$ cat config.mk
export PLATFORM = sky130hd
export DESIGN_NAME = vcm_read_sequencer
export DESIGN_NICKNAME = d
export VERILOG_FILES = /design/src/rtl/vcm_pkg.sv /design/src/rtl/vcm_cycle_timer.sv /design/src/rtl/vcm_read_sequencer.sv
export SDC_FILE = /design/constraint.sdc
export NUM_CORES = 1
export LEC_CHECK = 0
export ABC_AREA = 1
export BUFFER_PORTS_ARGS = -buffer_cell sky130_fd_sc_hd__buf_2
export CAP_MARGIN = 20
export CORE_MARGIN = 3
export CORE_UTILIZATION = 55
export DETAILED_ROUTE_END_ITERATION = 12
export HOLD_SLACK_MARGIN = 0.06
export PLACE_DENSITY = 0.87
export SLEW_MARGIN = 10
export SYNTH_ARGS = -nofsm -noshare
export SYNTH_HDL_FRONTEND = slang
export SYNTH_SLANG_ARGS = --single-unit
$ cat constraint.sdc
create_clock -name PT_CK -period 4.4 [get_ports PT_CK]
set_input_delay 0.22 -clock PT_CK [delete_from_list [all_inputs] [get_ports PT_CK]]
set_output_delay 0.22 -clock PT_CK [all_outputs]
set_load 0.1 [all_outputs]
$ cat src/rtl/vcm_pkg.sv
// vcm_pkg: shared state encoding and constants for the VCM read path.
package vcm_pkg;

  typedef enum logic [2:0] {
    ST_IDLE,
    ST_GO_HI,
    ST_WAIT_BUSY,
    ST_WAIT_DONE,
    ST_CAPTURE,
    ST_GAP
  } seq_state_e;

  localparam int DEF_PERIOD  = 50000;
  localparam int DEF_GO_W    = 4;
  localparam int DEF_TIMEOUT = 4096;

  // 7-bit I2C address of the VCM driver, also used by the reader instance
  localparam logic [6:0] VCM_SLAVE_ADDR = 7'h18;

endpackage

$ cat src/rtl/vcm_cycle_timer.sv
// vcm_cycle_timer: loadable down-counter that parks at zero and flags expiry.
module vcm_cycle_timer #(
  parameter int WIDTH = 16
) (
  input  logic             clk,
  input  logic             rst_n,
  input  logic             clear,
  input  logic             load,
  input  logic [WIDTH-1:0] load_val,
  output logic             expired
);

  logic [WIDTH-1:0] count_d, count_q;

  // Clear beats load, load beats counting; the count stops at zero
  always_comb begin
    count_d = count_q;
    if (clear) begin
      count_d = '0;
    end else if (load) begin
      count_d = load_val;
    end else if (count_q != '0) begin
      count_d = count_q - WIDTH'(1);
    end
  end

  // Count register with synchronous active-low reset
  always_ff @(posedge clk) begin
    if (!rst_n) begin
      count_q <= '0;
    end else begin
      count_q <= count_d;
    end
  end

  assign expired = (count_q == '0);

endmodule

$ cat src/rtl/vcm_read_sequencer.sv
// vcm_read_sequencer: drives the VCM reader GO/END_OK handshake periodically or on
// request, qualifies each transfer by its address ACK and publishes 16-bit samples.
module vcm_read_sequencer
  import vcm_pkg::*;
#(
  parameter int PERIOD  = DEF_PERIOD,
  parameter int GO_W    = DEF_GO_W,
  parameter int TIMEOUT = DEF_TIMEOUT
) (
  input  logic        PT_CK,
  input  logic        RESET_N,
  input  logic        EN,
  input  logic        REQ,
  output logic        RD_GO,
  input  logic        RD_END_OK,
  input  logic        RD_ACK_OK,
  input  logic [15:0] RD_DATA16,
  output logic [15:0] DATA,
  output logic        VALID,
  output logic        CHANGED,
  output logic        NACK,
  output logic        TMO,
  input  logic        CLR,
  output logic        BUSY,
  output logic [15:0] RD_CNT
);

  localparam int PER_W   = $clog2(PERIOD);
  localparam int TMR_MAX = (TIMEOUT > GO_W) ? TIMEOUT : GO_W;
  localparam int TMR_W   = $clog2(TMR_MAX + 1);

  // The GAP->IDLE->GO_HI hop costs two cycles after expiry, hence PERIOD-2
  localparam logic [PER_W-1:0] PER_LOAD = PER_W'(PERIOD - 2);
  localparam logic [TMR_W-1:0] GO_LOAD  = TMR_W'(GO_W - 1);
  localparam logic [TMR_W-1:0] TMO_LOAD = TMR_W'(TIMEOUT - 1);

  seq_state_e  state_d, state_q;
  logic        rd_go_d, rd_go_q;
  logic [15:0] data_d, data_q;
  logic        valid_d, valid_q;
  logic        changed_d, changed_q;
  logic        nack_d, nack_q;
  logic        tmo_d, tmo_q;
  logic        busy_d, busy_q;
  logic [15:0] rd_cnt_d, rd_cnt_q;
  logic        ack_seen_d, ack_seen_q;
  logic        req_mode_d, req_mode_q;
  logic        have_sample_d, have_sample_q;

  logic             per_load, per_expired;
  logic             tmr_load, tmr_expired;
  logic [TMR_W-1:0] tmr_load_val;

  // Period timer: held at zero while auto mode is off, reloaded on every GO launch
  vcm_cycle_timer #(.WIDTH(PER_W)) u_period_timer (
    .clk      (PT_CK),
    .rst_n    (RESET_N),
    .clear    (!EN),
    .load     (per_load),
    .load_val (PER_LOAD),
    .expired  (per_expired)
  );

  // Phase timer: times the GO pulse width, then the WAIT_BUSY/WAIT_DONE timeouts
  vcm_cycle_timer #(.WIDTH(TMR_W)) u_phase_timer (
    .clk      (PT_CK),
    .rst_n    (RESET_N),
    .clear    (1'b0),
    .load     (tmr_load),
    .load_val (tmr_load_val),
    .expired  (tmr_expired)
  );

  // Next-state logic; the sample is captured on the WAIT_DONE->CAPTURE edge so
  // VALID and DATA appear in the CAPTURE cycle straight from flops
  always_comb begin
    state_d       = state_q;
    data_d        = data_q;
    valid_d       = 1'b0;
    changed_d     = 1'b0;
    nack_d        = nack_q & ~CLR;
    tmo_d         = tmo_q & ~CLR;
    rd_cnt_d      = rd_cnt_q;
    ack_seen_d    = ack_seen_q;
    req_mode_d    = req_mode_q;
    have_sample_d = have_sample_q;
    per_load      = 1'b0;
    tmr_load      = 1'b0;
    tmr_load_val  = TMO_LOAD;

    case (state_q)
      ST_IDLE: begin
        if ((EN && per_expired) || REQ) begin
          state_d      = ST_GO_HI;
          req_mode_d   = !(EN && per_expired);
          per_load     = 1'b1;
          tmr_load     = 1'b1;
          tmr_load_val = GO_LOAD;
        end
      end
      ST_GO_HI: begin
        if (tmr_expired) begin
          state_d  = ST_WAIT_BUSY;
          tmr_load = 1'b1;
        end
      end
      ST_WAIT_BUSY: begin
        if (!RD_END_OK) begin
          state_d    = ST_WAIT_DONE;
          ack_seen_d = 1'b0;
          tmr_load   = 1'b1;
        end else if (tmr_expired) begin
          state_d = ST_GAP;
          tmo_d   = 1'b1;
        end
      end
      ST_WAIT_DONE: begin
        if (RD_ACK_OK) begin
          ack_seen_d = 1'b1;
        end
        if (RD_END_OK) begin
          state_d = ST_CAPTURE;
          if (ack_seen_q || RD_ACK_OK) begin
            data_d        = RD_DATA16;
            valid_d       = 1'b1;
            changed_d     = !have_sample_q || (RD_DATA16 != data_q);
            have_sample_d = 1'b1;
            rd_cnt_d      = rd_cnt_q + 16'd1;
          end else begin
            nack_d = 1'b1;
          end
        end else if (tmr_expired) begin
          state_d = ST_GAP;
          tmo_d   = 1'b1;
        end
      end
      ST_CAPTURE: begin
        state_d = ST_GAP;
      end
      ST_GAP: begin
        if (req_mode_q ? !REQ : (!EN || per_expired)) begin
          state_d = ST_IDLE;
        end
      end
      default: begin
        state_d = ST_IDLE;
      end
    endcase

    rd_go_d = (state_d == ST_GO_HI);
    busy_d  = (state_d != ST_IDLE);
  end

  // State and output registers with synchronous active-low reset
  always_ff @(posedge PT_CK) begin
    if (!RESET_N) begin
      state_q       <= ST_IDLE;
      rd_go_q       <= 1'b0;
      data_q        <= 16'h0000;
      valid_q       <= 1'b0;
      changed_q     <= 1'b0;
      nack_q        <= 1'b0;
      tmo_q         <= 1'b0;
      busy_q        <= 1'b0;
      rd_cnt_q      <= 16'h0000;
      ack_seen_q    <= 1'b0;
      req_mode_q    <= 1'b0;
      have_sample_q <= 1'b0;
    end else begin
      state_q       <= state_d;
      rd_go_q       <= rd_go_d;
      data_q        <= data_d;
      valid_q       <= valid_d;
      changed_q     <= changed_d;
      nack_q        <= nack_d;
      tmo_q         <= tmo_d;
      busy_q        <= busy_d;
      rd_cnt_q      <= rd_cnt_d;
      ack_seen_q    <= ack_seen_d;
      req_mode_q    <= req_mode_d;
      have_sample_q <= have_sample_d;
    end
  end

  assign RD_GO   = rd_go_q;
  assign DATA    = data_q;
  assign VALID   = valid_q;
  assign CHANGED = changed_q;
  assign NACK    = nack_q;
  assign TMO     = tmo_q;
  assign BUSY    = busy_q;
  assign RD_CNT  = rd_cnt_q;

endmodule

==> flow_summary_export.csv <==
group,metric,value,unit
synth,synthSimpleGateAreaFrac,30.9,%
drt,vias,3510,
clocking,tritoncts,"yes",
synth,synth_edf_count,0,
floorplan,ioPinCount,61,
timing,whs,0.131,ns
cells_and_area,fillCellCount,556,
timing,setup_viol_count_final,0,
worst_hold_path,min_from,"RD_DATA16[3]",
clocking,clock_latency,0.35,ns
timing,max-slew-margin-rel,44.0,%
clocking,post_cts_buffers,0,
critical_path,r2r_end,"u_period_timer.count_q[13]$_SDFFE_PP0P_",
clocking,cts_root_buf,"clkbuf_8",
synth,ys_ff_latch,73,
critical_path,cpPeakStageDelay,0.37,ns
critical_path,path_cells,"inv_1 > ha_1 > nand2_1 > nor2_1 > nand3_2 > nand2_1 > nand3_1 > nand3_1 > nor2_1",
worst_hold_path,min_to,"DATA[3]$_SDFFE_PN0P_",
power_and_ir_drop,p_clk_share,18.9,%
critical_path,crit_required,4.63,ns
critical_path,endpoint_kind,"flop",
synth,yosysUniqueCellTypes,39,
timing,hold_violations,0,
place,post-place-ws,2.39,ns
place,routabilityCongestion,0.901,
timing,final_max_slew_viol_count,0,
floorplan,rows,29,
global_route,grt_pass1_wl,14300,µm
global_route,grt_pass1_vias,3331,
floorplan,initial_core_util,57.1,%
synth,synth_area_leaders,"dfxtp_1 40%, nand2_1 9.5%, nor2_1 8.2%",
critical_path,reg2reg_depth,9,
drt,antenna_left,0,
flow_run,max_cap_viol_count,0,
synth,synth_nets,537,
synth,synth_compound_area_share,14.7,%
power_and_ir_drop,ir_drop,0.249,mV
drt,drt-vias-per-instance,5.40,
critical_path,reg2reg_slack,2.36,ns
critical_path,worst-path-max-fanout,12,
floorplan,die_area,0.00769,mm²
clocking,cts_hold_buf,0,
synth,synth_commonest_cells,"93 x nand2_1, 80 x nor2_1, 73 x dfxtp_1, 53 x a21oi_1, 49 x inv_1",
cells_and_area,area.sequential,0.00146,mm²
status,status,"finished clean",
timing,worst_slack,2.36,ns
drt,remaining_drc_errors,0,
critical_path,slowest_stage,"nand3_1",
synth,synth-xor-area-share,6.21,%
power_and_ir_drop,p_int,0.00143,W
clocking,clkTransAtPathRegs,0.07,ns
floorplan,die_height,87.7,µm
cells_and_area,diodes,0,
cells_and_area,area_growth,13.9,%
synth,netlist_instances,510,
power_and_ir_drop,comb_power_share,47.7,%
timing,fin_crit,2.04,ns
place,dpl.hpwl,6030,µm
place,port_buffers,60,
power_and_ir_drop,p_switching,0.00114,W
timing,worst_pin_slew,0.836,ns
timing,rsz0062_at_grt,"false",
synth,synth_mux_area_share,0,%
worst_hold_path,holdPathStages,3,
clocking,cts_buffer_depth,2,
drt,first_pass_iters,5,
cells_and_area,nNetsFinal,596,
power_and_ir_drop,power_frac_seq,33.4,%
synth,synth_top_family_by_area,"simple AND/OR/NAND/NOR gates",
critical_path,worstReg2RegStart,"u_period_timer.count_q[0]$_SDFFE_PP0P_",
synth,ys.flop_type,"dfxtp_1",
global_route,antenna_found_initial,0,
synth,yosys.area.top_type_share,39.8,%
power_and_ir_drop,leakage,1.94,nW
timing,fmax,491,MHz
global_route,grt_max_degree,35,
timing,clock_skew,0.00741,ns
synth,synth-seq-area-share,39.8,%
synth,syn_avg_cell_area,7.19,µm²
cells_and_area,drive_gt1_share,17.1,%
clocking,cts_sinks,73,
critical_path,crit_type,"reg2reg",
clocking,cts-buffers-inserted,9,
power_and_ir_drop,power_density,615,mW/mm²
worst_hold_path,hold_class,"in2reg",
global_route,track_usage,23.1,%
synth,synthArstFlopShare,0,%
synth,synth_adder_area_share,1.36,%
critical_path,cp.arrival,2.26,ns
synth,ys_warn_count,0,
cells_and_area,multiInputGateArea,0.00195,mm²
drt,wirelength,8460,µm
synth,synth.most_common_cell,"nand2_1",
clocking,htree_levels,3,
floorplan,core,0.00642,mm²
power_and_ir_drop,netSwitchingFraction,44.5,%
floorplan,die_x,87.7,µm
timing,fin_crit_sh,46.3,%
drt,wl_per_cell,13.0,µm
drt,dr.first_iter.drc_count,167,
clocking,ctsResizeCount,0,
global_route,grt_overflow,0,
timing,setup_tns,0,ns
synth,synth.cell_area,0.00367,mm²
critical_path,cp-start-kind,"flop",
synth,synth_top_cell_by_area,"dfxtp_1",
critical path: cells and delay by family, from the launching register on:
| family | cells | cell delay, ns |
|---|---|---|
| adders and majority gates | 1 | 0.20 |
| buffers and inverters | 1 | 0.16 |
| DFF | 1 | 0.31 |
| and+or+nand+nor | 7 | 1.26 |
stage by stage:
stage	area (µm²)	std cells	util, %	power, W
2_1_floorplan	3670	510	-	0.00187
3_3_place_gp	4000	635	62.2	0.00204
3_5_place_dp	4000	635	62.2	0.00206
4_1_cts	4180	650	65.1	0.00256
5_1_grt	4180	650	65.1	0.00278
6_report	4180	650	65.1	0.00257
layout by cell type (no fill, tap or decap), types with 4 or more instances in the layout:
| master | synthesis | layout |
|---|---|---|
| xor2_1 | 8 | 8 |
| nand4_1 | 6 | 6 |
| nand3_1 | 28 | 28 |
| a21oi_1 | 53 | 53 |
| xnor2_1 | 18 | 18 |
| clkbuf_8 | 0 | 12 |
| nor2_1 | 80 | 80 |
| nand2_1 | 93 | 93 |
| ha_1 | 4 | 4 |
| o21ai_0 | 32 | 32 |
| nand3b_1 | 4 | 4 |
| inv_1 | 49 | 49 |
| nor3_1 | 9 | 9 |
| nor2_2 | 6 | 6 |
| buf_2 | 3 | 60 |
| dfxtp_1 | 73 | 73 |
flip-flops by register name, summed over array words and instances (netlist names), 3 cells and up:
name	count
u_phase_timer.count_q	13
RD_CNT	16
u_period_timer.count_q	16
state_q	3
DATA	16
cell type report:
type | count | area share [%]
Clock buffer | 13 | 4.04
Clock inverter | 2 | 0.299
Inverter | 51 | 4.58
Multi-Input combinational cell | 374 | 46.6
Sequential cell | 73 | 35.0
Tap cell | 77 | 2.31
Timing Repair Buffer | 60 | 7.19
worst max-delay path by stage:
stage / start / end / slack, ns / depth (start not counted)
final: u_period_timer.count_q[0]$_SDFFE_PP0P_ / u_period_timer.count_q[13]$_SDFFE_PP0P_ / 2.36 / 9
after global routing: u_period_timer.count_q[0]$_SDFFE_PP0P_ / u_period_timer.count_q[12]$_SDFFE_PP0P_ / 2.09 / 9
after CTS: ack_seen_q$_SDFFE_PN0P_ / DATA[9]$_SDFFE_PN0P_ / 2.37 / 4
after detailed placement: ack_seen_q$_SDFFE_PN0P_ / DATA[9]$_SDFFE_PN0P_ / 2.39 / 4
after global placement: ack_seen_q$_SDFFE_PN0P_ / DATA[7]$_SDFFE_PN0P_ / 2.48 / 4
after floorplan: RD_CNT[1]$_SDFFE_PN0P_ / RD_CNT[14]$_SDFFE_PN0P_ / 2.21 / 8
metal layers:
layer  global-route usage (%)  wire length [µm]
met5                        0                 0
met2                     38.8              4040
met3                     5.27               494
met1                     28.2              3730
met4                     10.0               197
kinds of logic after synthesis:
family	count (synthesis)
AND/OR/NAND/NOR	246
AO/OA/AOI/OAI	98
flip-flops	73
buffers and inverters	63
XOR/XNOR	26
adder cells (fa/ha/maj)	4
power groups by stage:
| stage | sequential, W | combinational (W) | clock, W |
|---|---|---|---|
| 2_1_floorplan | 0.000952 | 0.000920 | 0 |
| 3_3_place_gp | 0.000863 | 0.00118 | 0 |
| 3_5_place_dp | 0.000868 | 0.00120 | 0 |
| 4_1_cts | 0.000855 | 0.00121 | 0.000491 |
| 5_1_grt | 0.000870 | 0.00139 | 0.000519 |
| 6_report | 0.000858 | 0.00122 | 0.000485 |
No activity file was read; power rests on OpenSTA's default activity.
